File: config.mk
export PLATFORM = sky130hd
export DESIGN_NAME = popcount_seq
export DESIGN_NICKNAME = d
export VERILOG_FILES = /design/src/rtl/popcount_seq.sv
export SDC_FILE = /design/constraint.sdc
export NUM_CORES = 1
export LEC_CHECK = 0
export ABC_AREA = 1
export CORE_MARGIN = 8
export CORE_UTILIZATION = 48
export CTS_CLUSTER_SIZE = 10
export DETAILED_ROUTE_END_ITERATION = 10
export GPL_TIMING_DRIVEN = 0
export PLACE_DENSITY = 0.8
export REMOVE_ABC_BUFFERS = 1
export SLEW_MARGIN = 20
export SYNTH_ARGS = -nofsm -noshare
export SYNTH_HDL_FRONTEND = slang
export SYNTH_SLANG_ARGS = --single-unit
File: constraint.sdc
create_clock -name clk -period 2.8 [get_ports clk]
set_clock_uncertainty 0.05 [all_clocks]
set_input_delay 0.28 -clock clk [delete_from_list [all_inputs] [get_ports clk]]
set_output_delay 0.28 -clock clk [all_outputs]
set_load 0.01 [all_outputs]
File: src/rtl/popcount_seq.sv
// Multi-cycle population counter: counts ones (or zeros) CHUNK bits per clock, keeps a saturating total.
// Optional macro POPCOUNT_PARITY_EN adds parity_out (LSB of the final count).
module popcount_seq #(
  parameter  int WIDTH = 32,
  parameter  int CHUNK = 4,
  parameter  int ACC_W = 16,
  localparam int CNT_W = $clog2(WIDTH + 1)
) (
  input  logic             clk,
  input  logic             rst_n,
  input  logic             in_valid,
  output logic             in_ready,
  input  logic [WIDTH-1:0] data_in,
  input  logic             mode_zeros,
  output logic             out_valid,
  input  logic             out_ready,
  output logic [CNT_W-1:0] count_out,
  output logic [ACC_W-1:0] total_out,
  output logic             total_sat,
  input  logic             acc_clr
`ifdef POPCOUNT_PARITY_EN
  ,
  output logic             parity_out
`endif
);

  localparam int N     = WIDTH / CHUNK;
  localparam int IDX_W = (N > 1) ? $clog2(N) : 1;
  localparam int PS_W  = $clog2(CHUNK + 1);
  localparam int SUM_W = ACC_W + 1;

  typedef enum logic [1:0] {S_IDLE, S_COUNT, S_DONE} state_t;

  state_t             r_state, w_state_nxt;
  logic [WIDTH-1:0]   r_shift;
  logic [IDX_W-1:0]   r_idx;
  logic [CNT_W-1:0]   r_cnt;
  logic [CNT_W-1:0]   r_count;
  logic [ACC_W-1:0]   r_total;
  logic               r_sat;
  logic               w_accept, w_last;
  logic [PS_W-1:0]    w_part;
  logic [CNT_W-1:0]   w_cnt_nxt;
  logic [ACC_W-1:0]   w_base;
  logic [SUM_W-1:0]   w_sum;

  function automatic logic [PS_W-1:0] f_pop(input logic [CHUNK-1:0] v);
    logic [PS_W-1:0] s;
    s = '0;
    for (int i = 0; i < CHUNK; i++) s = s + PS_W'(v[i]);
    return s;
  endfunction

  always_ff @(posedge clk) begin
    if (!rst_n) r_state <= S_IDLE;
    else        r_state <= w_state_nxt;
  end

  always_comb begin
    w_state_nxt = r_state;
    in_ready    = 1'b0;
    out_valid   = 1'b0;
    w_accept    = 1'b0;
    w_last      = 1'b0;
    case (r_state)
      S_IDLE: begin
        in_ready = 1'b1;
        if (in_valid) begin
          w_accept    = 1'b1;
          w_state_nxt = S_COUNT;
        end
      end
      S_COUNT: begin
        if (r_idx == IDX_W'(N - 1)) begin
          w_last      = 1'b1;
          w_state_nxt = S_DONE;
        end
      end
      S_DONE: begin
        out_valid = 1'b1;
        if (out_ready) w_state_nxt = S_IDLE;
      end
      default: w_state_nxt = S_IDLE;
    endcase
  end

  assign w_part    = f_pop(r_shift[CHUNK-1:0]);
  assign w_cnt_nxt = r_cnt + CNT_W'(w_part);

  // A coincident clear drops the old total before this word's count is added.
  assign w_base = acc_clr ? '0 : r_total;
  assign w_sum  = {1'b0, w_base} + SUM_W'(w_cnt_nxt);

  always_ff @(posedge clk) begin
    if (!rst_n) begin
      r_shift <= '0;
      r_idx   <= '0;
      r_cnt   <= '0;
      r_count <= '0;
      r_total <= '0;
      r_sat   <= 1'b0;
    end else begin
      if (w_accept) begin
        r_shift <= mode_zeros ? ~data_in : data_in;
        r_idx   <= '0;
        r_cnt   <= '0;
      end else if (r_state == S_COUNT) begin
        r_shift <= r_shift >> CHUNK;
        r_idx   <= r_idx + 1'b1;
        r_cnt   <= w_cnt_nxt;
      end

      if (w_last) begin
        r_count <= w_cnt_nxt;
        if (w_sum[ACC_W]) begin
          r_total <= '1;
          r_sat   <= 1'b1;
        end else begin
          r_total <= w_sum[ACC_W-1:0];
          r_sat   <= acc_clr ? 1'b0 : r_sat;
        end
      end else if (acc_clr) begin
        r_total <= '0;
        r_sat   <= 1'b0;
      end
    end
  end

  assign count_out = r_count;
  assign total_out = r_total;
  assign total_sat = r_sat;

`ifdef POPCOUNT_PARITY_EN
  logic r_parity;
  always_ff @(posedge clk) begin
    if (!rst_n)      r_parity <= 1'b0;
    else if (w_last) r_parity <= w_cnt_nxt[0];
  end
  assign parity_out = r_parity;
`endif

endmodule
==> impl_metrics.yaml, run 1 <==
status:
  outcome: "finished with violations"
  violations: "negative setup slack"
place:
  post-place-ws_ns: -0.629
  port_buffers: 62
  gp_congestion: 0.870
  dpl.hpwl_mm: 6.08
floorplan:
  fp.dieH_um: 104
  die_w_um: 104
  top_level_ports: 63
  dieArea_sq_um: 10800
  core_sq_um: 7610
  initial_core_util_pct: 48.9
  rows: 32
final_layout:
  fin_nets: 636
  num_antenna_cells: 0
  fillers: 641
  drive_gt1_share_pct: 17.5
  syn_to_final_growth_pct: 33.4
  utilization_pct: 65.2
synthesis:
  yosysWarnings: 0
  muxShareOfSynthArea_pct: 0
  synth_top_family_by_area: "simple AND/OR/NAND/NOR gates"
  synth_cell_types: 35
  netlist_instances: 522
  synth_compound_area_share_pct: 13.8
  yosys.area_share.simple_pct: 26.2
  async_flop_share_pct: 0
  yosys-top-cells-area: "dfxtp_1 36%, nand2_1 14%, inv_1 7.2%, xnor2_1 4.7%, a21oi_1 4.3%"
  synth-edff-count: 0
  yosysSeqAreaShare_pct: 35.5
  yosys.area_share.xor_xnor_pct: 8.48
  yosysTopAreaCellShare_pct: 35.5
  netlist_top_cells_count: "140 x nand2_1, 71 x inv_1, 66 x dfxtp_1, 32 x a21oi_1, 31 x nand3_1"
  synth_top_area_cell: "dfxtp_1"
  synth_most_common_cell: "nand2_1"
  syn_area_per_cell_sq_um: 7.13
  syn-cell-area_sq_um: 3720
  synth-adder-area-share_pct: 5.18
  ys.flop_type: "dfxtp_1"
  synth-seq-cells: 66
clocking:
  clock_sinks: 66
  numCtsBuffers: 9
  clk_pin_slew_worst_paths_ns: 0.07
  clock_latency_ns: 0.35
  cts_hold_buf: 0
  cts_tree: "done"
  cts-root-buf: "clkbuf_8"
  cts_max_level: 3
  clk_path_buf_depth: 2
detailed_routing:
  drc: 0
  wire_per_inst_um: 13.8
  via_count: 3587
  drtIter0Drc: 185
  routed_wirelength_mm: 9.58
  routed_via_density: 5.18
  dr.pass1.iters: 5
  ant_nets: 0
sta:
  worst_slack_ns: -0.408
  rsz0062_at_grt: "true"
  setup_viol: 17
  maxSlewViolCount: 0
  finalCritPeriodShare_pct: 115
  clock.fmax_mhz: 312
  hold_viol_final: 0
  max_slew.worst_pin.slew_ns: 0.972
  fin_crit_ns: 3.21
  maxSlewHeadroom_pct: 35.1
grt:
  grtUsageTotal_pct: 17.2
  grt_pass1_wl_mm: 15.9
  antenna_found_initial: 0
  first_global_vias: 3599
  grt_max_degree: 40
  overflow: 0
power:
  p_leak_uw: 0.00222
  peakVddDrop_mv: 0.299
  p_per_area_nw_per_um2: 478
worst_setup_path:
  cp-start-kind: "register"
  endpoint_kind: "register"
  crit_fanout: 4
  critPathRequiredTime_ns: 3.04
  critPathKind: "reg -> reg"
  critPathArrivalTime_ns: 3.45
run:
  drv_cap: 0
worst_hold_path:
  min_path_type: "in -> reg"
==> final timing paths <==
| check | slack, ns | from | to | cells past startpoint |
|---|---|---|---|---|
| setup / recovery | -0.41 | r_shift[3] | total_out[6] | 16 |
| setup reg to reg | -0.41 | r_shift[3] | total_out[6] | 16 |
| hold reg to reg | 0.42 | r_shift[30] | r_shift[30] | 2 |
| hold / removal | 0.29 | mode_zeros | r_shift[29] | 4 |
==> cells by family after synthesis <==
kind of cell               Yosys count
and+or+nand+nor                    224
adders and majority gates           13
xor gates and xnor gates            36
buffers and inverters               99
DFF                                 66
AOI/OAI and AO/OA                   84
==> final cells by class <==
| class | count | area [sq um] | share of cell area (%) |
|---|---|---|---|
| Multi-Input combinational cell | 357 | 2250 | 45.3 |
| Sequential cell | 66 | 1320 | 26.7 |
| Timing Repair Buffer | 75 | 724 | 14.6 |
| Inverter | 76 | 285 | 5.75 |
| Clock buffer | 10 | 138 | 2.77 |
| Tap cell | 102 | 128 | 2.57 |
| Clock inverter | 6 | 114 | 2.29 |
==> registers in the layout (all words and copies together) (netlist names) <==
signal,cells
count_out,6
total_sat,1
total_out,16
r_state,2
r_idx,3
r_cnt,6
r_shift,32
==> cells in the final DEF, fill, tap and decap left out, drive strengths merged <==
| cell | count |
|---|---|
| a31oi | 7 |
| ha | 9 |
| or2 | 8 |
| nor3 | 2 |
| o221ai | 5 |
| and3 | 1 |
| clkinv | 1 |
| nand4 | 4 |
| a22oi | 5 |
| a21oi | 32 |
| xnor2 | 20 |
| clkdlybuf4s50 | 60 |
| clkinvlp | 2 |
| o21a | 1 |
| o211ai | 12 |
| bufinv | 3 |
| nor2 | 32 |
| o21bai | 2 |
| dfxtp | 66 |
| clkbuf | 10 |
| fa | 4 |
| nand3 | 31 |
| buf | 15 |
| o21ai | 20 |
| and2 | 1 |
| nand2 | 145 |
| inv | 76 |
| xor2 | 16 |
==> routing by layer <==
layer / share of wire (%) / vias up / track usage [%] / wire [um]
li1: - / 1776 / - / -
met1: 42 / 1659 / 20.3 / 3990
met2: 50 / 137 / 29.0 / 4830
met3: 6.3 / 15 / 4.28 / 601
met4: 1.6 / 0 / 7.34 / 158
met5: 0 / - / 0 / 0
==> stage by stage <==
stage / hold slack [ns] / cell area (sq um) / std cells / setup TNS (ns) / power, uW
detailed placement: 0.409 / 4360 / 664 / -9.59 / 1350
finish: 0.293 / 4960 / 692 / -5.74 / 2370
floorplan: 0.328 / 3600 / 499 / -3.90 / 1220
global placement: 0.400 / 4350 / 663 / -14.29 / 1340
CTS: 0.292 / 4840 / 689 / -6.08 / 2360
global route: 0.316 / 4960 / 692 / -8.00 / 2470
==> where the power goes <==
group / internal (uW) / switching [uW] / total, uW
Clock: 617 / 388 / 1000
Combinational: 162 / 193 / 355
Sequential: 985 / 27.5 / 1010
Total: 1760 / 608 / 2370
==> critical path: stages (launching register included) <==
cell	delay (ns)
dfxtp_2	0.33
fa_1	0.50
fa_2	0.38
fa_2	0.43
nand3_4	0.14
xor2_4	0.09
ha_4	0.32
nand2_4	0.06
inv_2	0.05
nand3_2	0.07
nand2_4	0.09
nand2_4	0.07
nor2_4	0.20
nand3_2	0.14
nand2_1	0.10
nand2_1	0.05
inv_1	0.08
==> what timing repair did <==
action / CTS / global route
setup endpoints to repair: 17 / 17
pin swaps: 25 / 20
setup buffers: 9 / 3
resized for setup: 39 / 21
Power figures use the tool's default switching activity.
==> inputs of run 2 (changes only) <==
- HOLD_SLACK_MARGIN: not set -> 0.06
==> results of run 2 <==
Same layout as run 1: the final DEF is identical, and so are final timing and power.
==> inputs of run 3 (changes only) <==
- CORE_UTILIZATION: 48 -> 50
- SETUP_SLACK_MARGIN: not set -> 0.02
- clock period: 2.8 -> 3.5 ns (I/O delays scaled with it)
==> impl_metrics.yaml, run 3 (synthesized netlist as in run 1, its figures left out) <==
worst_setup_path:
  cp_num_buf_inv: 0
  worstPathCellList: "fa_1 -> fa_2 -> fa_2 -> nand3_1 -> xor2_2 -> ha_4 -> a21oi_1 -> nor2_1 -> nor2_1 -> nand2_1 -> nand3_1 -> nand2_1 -> nor2_1 -> nor2_1"
  cp_slowest_stage_delay_ns: 0.52
  cpLargestDelayFamily: "adder cells"
  cp-start-kind: "register"
  critPathKind: "reg -> reg"
  crit_top_cell: "nor2_1"
  endpoint_kind: "register"
  critPathRequiredTime_ns: 3.67
  crit_fanout: 6
  critPathArrivalTime_ns: 3.46
  critPathSlowestCell: "fa_1"
final_layout:
  fin_nets: 626
  syn_to_final_growth_pct: 24.0
  final_cell_mix: "140 x nand2_1, 71 x inv_1, 66 x dfxtp_1, 60 x clkdlybuf4s50_1, 32 x a21oi_1"
  final_common_cell: "nand2_1"
  num_antenna_cells: 0
  largest_reg_flops: 32
  top_register: "r_shift"
  utilization_pct: 64.0
  fillers: 638
  drive_gt1_share_pct: 8.97
  fin_cells: 679
grt:
  grt_max_degree: 40
  first_global_vias: 3428
  grt_pass1_wl_mm: 15.3
  overflow: 0
  antenna_found_initial: 0
  grtUsageTotal_pct: 18.1
sta:
  whs_ns: 0.419
  maxSlewViolCount: 0
  worst_slack_ns: 0.206
  maxSlewHeadroom_pct: 37.9
  fin_crit_ns: 3.29
  setup_viol: 0
  hold_viol_final: 0
  clock.fmax_mhz: 304
  max_slew.worst_pin.slew_ns: 0.930
  finalCritPeriodShare_pct: 94.1
detailed_routing:
  ant_nets: 0
  drc: 0
  m1WireLength_mm: 3.84
  wire_per_inst_um: 13.4
  wl_met3_um: 579
  routed_wirelength_mm: 9.12
  drtIter0Drc: 133
  via_count: 3467
  routed_via_density: 5.11
  top_layer_used: "met4"
  dr.pass1.iters: 4
  wl_met2_mm: 4.50
worst_hold_path:
  min_path_type: "reg -> reg"
power:
  peakVddDrop_mv: 0.215
  p_per_area_nw_per_um2: 372
  p_total_uw: 1720
  p_leak_uw: 0.00204
place:
  post-place-ws_ns: 0.0231
  gp_congestion: 0.851
  dp.cells: 661
  dpl.hpwl_mm: 6.38
  port_buffers: 62
clocking:
  clk_path_buf_depth: 2
  clock_latency_ns: 0.35
  cts_max_level: 3
  clock_sinks: 66
  cts_tree: "done"
  cts_hold_buf: 0
  clk_pin_slew_worst_paths_ns: 0.08
  cts-root-buf: "clkbuf_8"
  numCtsBuffers: 9
floorplan:
  die_w_um: 102
  fp.dieH_um: 102
  rows: 31
  dieArea_sq_um: 10500
  initial_core_util_pct: 51.6
  core_sq_um: 7210
  top_level_ports: 63
status:
  outcome: "finished, final reports clean"
run:
  drv_cap: 0
[run 3: metrics by stage]
stage,instance area (sq um),TNS [ns]
floorplan,3600,0
global placement,4350,0
detailed placement,4360,0
CTS,4560,0
global route,4610,-0.0886
finish,4610,0
[run 3: worst paths after layout]
path | start | end | slack, ns | cells past startpoint
max | r_shift[0] | total_out[7] | 0.21 | 14
min | r_shift[31] | r_shift[31] | 0.42 | 2
min reg2reg | r_shift[31] | r_shift[31] | 0.42 | 2
max reg2reg | r_shift[0] | total_out[7] | 0.21 | 14
[run 3: per-layer routing]
metal	global-route usage (%)	vias to the layer above
met3	3.95	18
met1	20.6	1586
met4	8.01	0
li1	-	1751
met5	0	-
met2	31.7	112
[run 3: cell type report]
class | count | area [sq um] | area share (%)
multi-input combinational | 357 | 2040 | 44.3
sequential | 66 | 1320 | 28.6
timing repair buffer | 65 | 646 | 14.0
inverter | 76 | 285 | 6.18
clock buffer | 9 | 124 | 2.68
tap | 99 | 124 | 2.68
clock inverter | 7 | 70.1 | 1.52
[run 3: timing repair]
| action | in CTS | in global routing |
|---|---|---|
| setup buffers | 0 | 2 |
| gates resized for setup | 1 | 8 |
| pin swaps | 0 | 3 |
| setup endpoints to repair | 2 | 17 |
[run 3: power by group]
group | internal [uW] | total (uW) | switching, uW
clock | 326 | 641 | 316
sequential | 787 | 807 | 20.2
combinational | 121 | 269 | 148
total | 1230 | 1720 | 484
[run 3: worst min-delay path: cells and delay by family (launching register included)]
family,cells,cell delay (ns)
flip-flops,1,0.31
AO/OA/AOI/OAI,1,0.05
AND/OR/NAND/NOR,1,0.06
==> edit: new RTL, flow settings as in run 2 <==
Build with the macro `POPCOUNT_PARITY_EN` defined.
--- a/src/rtl/popcount_seq.sv
+++ b/src/rtl/popcount_seq.sv
@@ -1,5 +1,7 @@
 // Multi-cycle population counter: counts ones (or zeros) CHUNK bits per clock, keeps a saturating total.
 // Optional macro POPCOUNT_PARITY_EN adds parity_out (LSB of the final count).
+`define POPCOUNT_PARITY_EN
+
 module popcount_seq #(
   parameter  int WIDTH = 32,
   parameter  int CHUNK = 4,
Behaviour (old outputs only; new: parity_out): unchanged (equiv_simple and equiv_induct, registers matched by name and starting in step).
==> edit against run 2 <==
  * The run still ends with negative setup slack left
  * First-iteration DRC count down 23%
  * Combinational power down 4%
  * Largest power group unchanged
  * Clock power down 17%
  * Design area down 1.9%
  * Total power down 8.1%
  * Synthesized cell count up 2.9%
  * Wire length down 1.4%
  * Setup slack better by 0.092 ns
  * Sequential power about the same
  * Sequential cell count unchanged
  * Largest cell class unchanged
  * Synthesized area up 2.2%
==> edit: results (changes against run 2) <==
status: complete, but fails checks
failing checks: negative setup slack
CP Data Arrival Time: 3.35 ns (-0.10 ns)
Pre-antenna DRT Iters: 4 (-1)
WL/cell: 13.50 µm (-2.5%)
Worst Tran Pin Value: 0.9674 ns (-0.004947 ns)
Setup WS post-layout: -0.3162 ns (+0.09157 ns)
DR vias/cell: 5.134 (-0.95%)
Port-buffer cells: 63 (+1.6%)
Clock transition at path regs: 0.07 ns (about the same)
Cell Int Power: 1.620 mW (-8.2%)
Final #Nets: 645 (+1.4%)
DR iter-0 viols: 142 (-23%)
first-pass GRT wire length: 15880 µm (-0.13%)
met2 Track Usage GR: 29.73% (+0.76 points)
Detail Placement HPWL: 6301 µm (+3.5%)
post-synthesis cell type count: 38 (+8.6%)
fill count: 690 (+7.6%)
All-Layer GR Usage: 17.19% (about the same)
insertion delay to the later sink of the worst-skew pair: 0.34 ns
GR Util met1: 18.91% (-1.4 points)
synth top area cells: dfxtp_1, nand2_1, inv_1, xnor2_1, nand3_1
VDD IR max: 319.0 µV (+6.6%)
vias in the first global route: 3557 (-1.2%)
Leak Pwr: 2.196 nW (-0.86%)
Final setup viols: 17 (unchanged)
layout cell share with drive strength beyond 1: 14.72% (-2.7 points)
Longest Clk Path Bufs: 2 (unchanged)
met3 GRT Util: 6.204% (+1.9 points)
setup TNS: -4.249 ns (+1.488 ns)
pin count of the biggest net entering global routing: 44 (+10%)
GP Congestion: 0.9161 (+5.3%)
most frequent cells after synthesis: nand2_1, inv_1, dfxtp_1
crit path max fanout: 4 (unchanged)
edit: worst reg2reg max path: stages (launching register included):
cell	delay, ns
dfxtp_2	0.33
fa_1	0.49
fa_2	0.38
fa_2	0.39
nand3_2	0.11
xor2_2	0.22
ha_4	0.20
nand2_2	0.07
inv_2	0.06
nand3_2	0.08
nand2_2	0.09
nand2_4	0.07
nor2_4	0.20
nand3_2	0.12
nand2_1	0.08
nand2_1	0.04
inv_1	0.08
edit: path summary, 6_finish.rpt:
| kind | to | slack [ns] |
|---|---|---|
| max reg2reg | total_out[6] | -0.32 |
| min reg2reg | r_shift[29] | 0.41 |
| max | total_out[6] | -0.32 |
| min | r_shift[29] | 0.31 |
edit: cell families (layout without fill, tap and decap cells):
family	count (synthesis)	after routing	synth area share [%]
fa+ha+maj	13	13	5.068
buf+inv	105	166	11.55
flops	66	66	34.75
xor+xnor	36	36	8.292
simple gates	238	238	27.51
compound gates	79	79	12.83
edit: power groups by stage:
stage | Combinational, mW | Clock, mW | Sequential (mW)
after floorplan | 0.192 | 0 | 1.02
after global placement | 0.314 | 0 | 1.03
after detailed placement | 0.322 | 0 | 1.03
after CTS | 0.339 | 0.842 | 1.01
after global routing | 0.379 | 0.891 | 1.02
final | 0.342 | 0.826 | 1.01
edit: layout make-up:
cell class	instances	area [µm²]	share of cell area, %
well taps	102	127.6	2.622
multi-input cells	366	2216	45.53
clock buffers	13	168.9	3.470
repair buffers	70	689.4	14.16
clock inverters	2	35.03	0.7198
flip-flops and latches	66	1324	27.20
inverters	81	306.5	6.298
edit: repair_timing:
item,4_1_cts,5_1_grt
resized for setup,30,8
endpoints found under the setup margin,17,17
pin swaps,10,2
hold endpoints to repair,0,0
buffers inserted,5,1
edit: per-layer routing:
metal / vias up / part of all wire, %
met5: - / 0
met4: 0 / 2.0
met3: 16 / 8.3
met2: 130 / 50
met1: 1656 / 40
li1: 1792 / -
edit: per-stage QoR:
stage	cells	power (mW)	setup slack, ns
6_report	700	2.179	-0.3162
5_1_grt	700	2.285	-0.4571
4_1_cts	699	2.190	-0.2431
3_5_place_dp	679	1.352	-0.5076
3_3_place_gp	678	1.342	-0.4979
2_1_floorplan	513	1.216	-0.2346
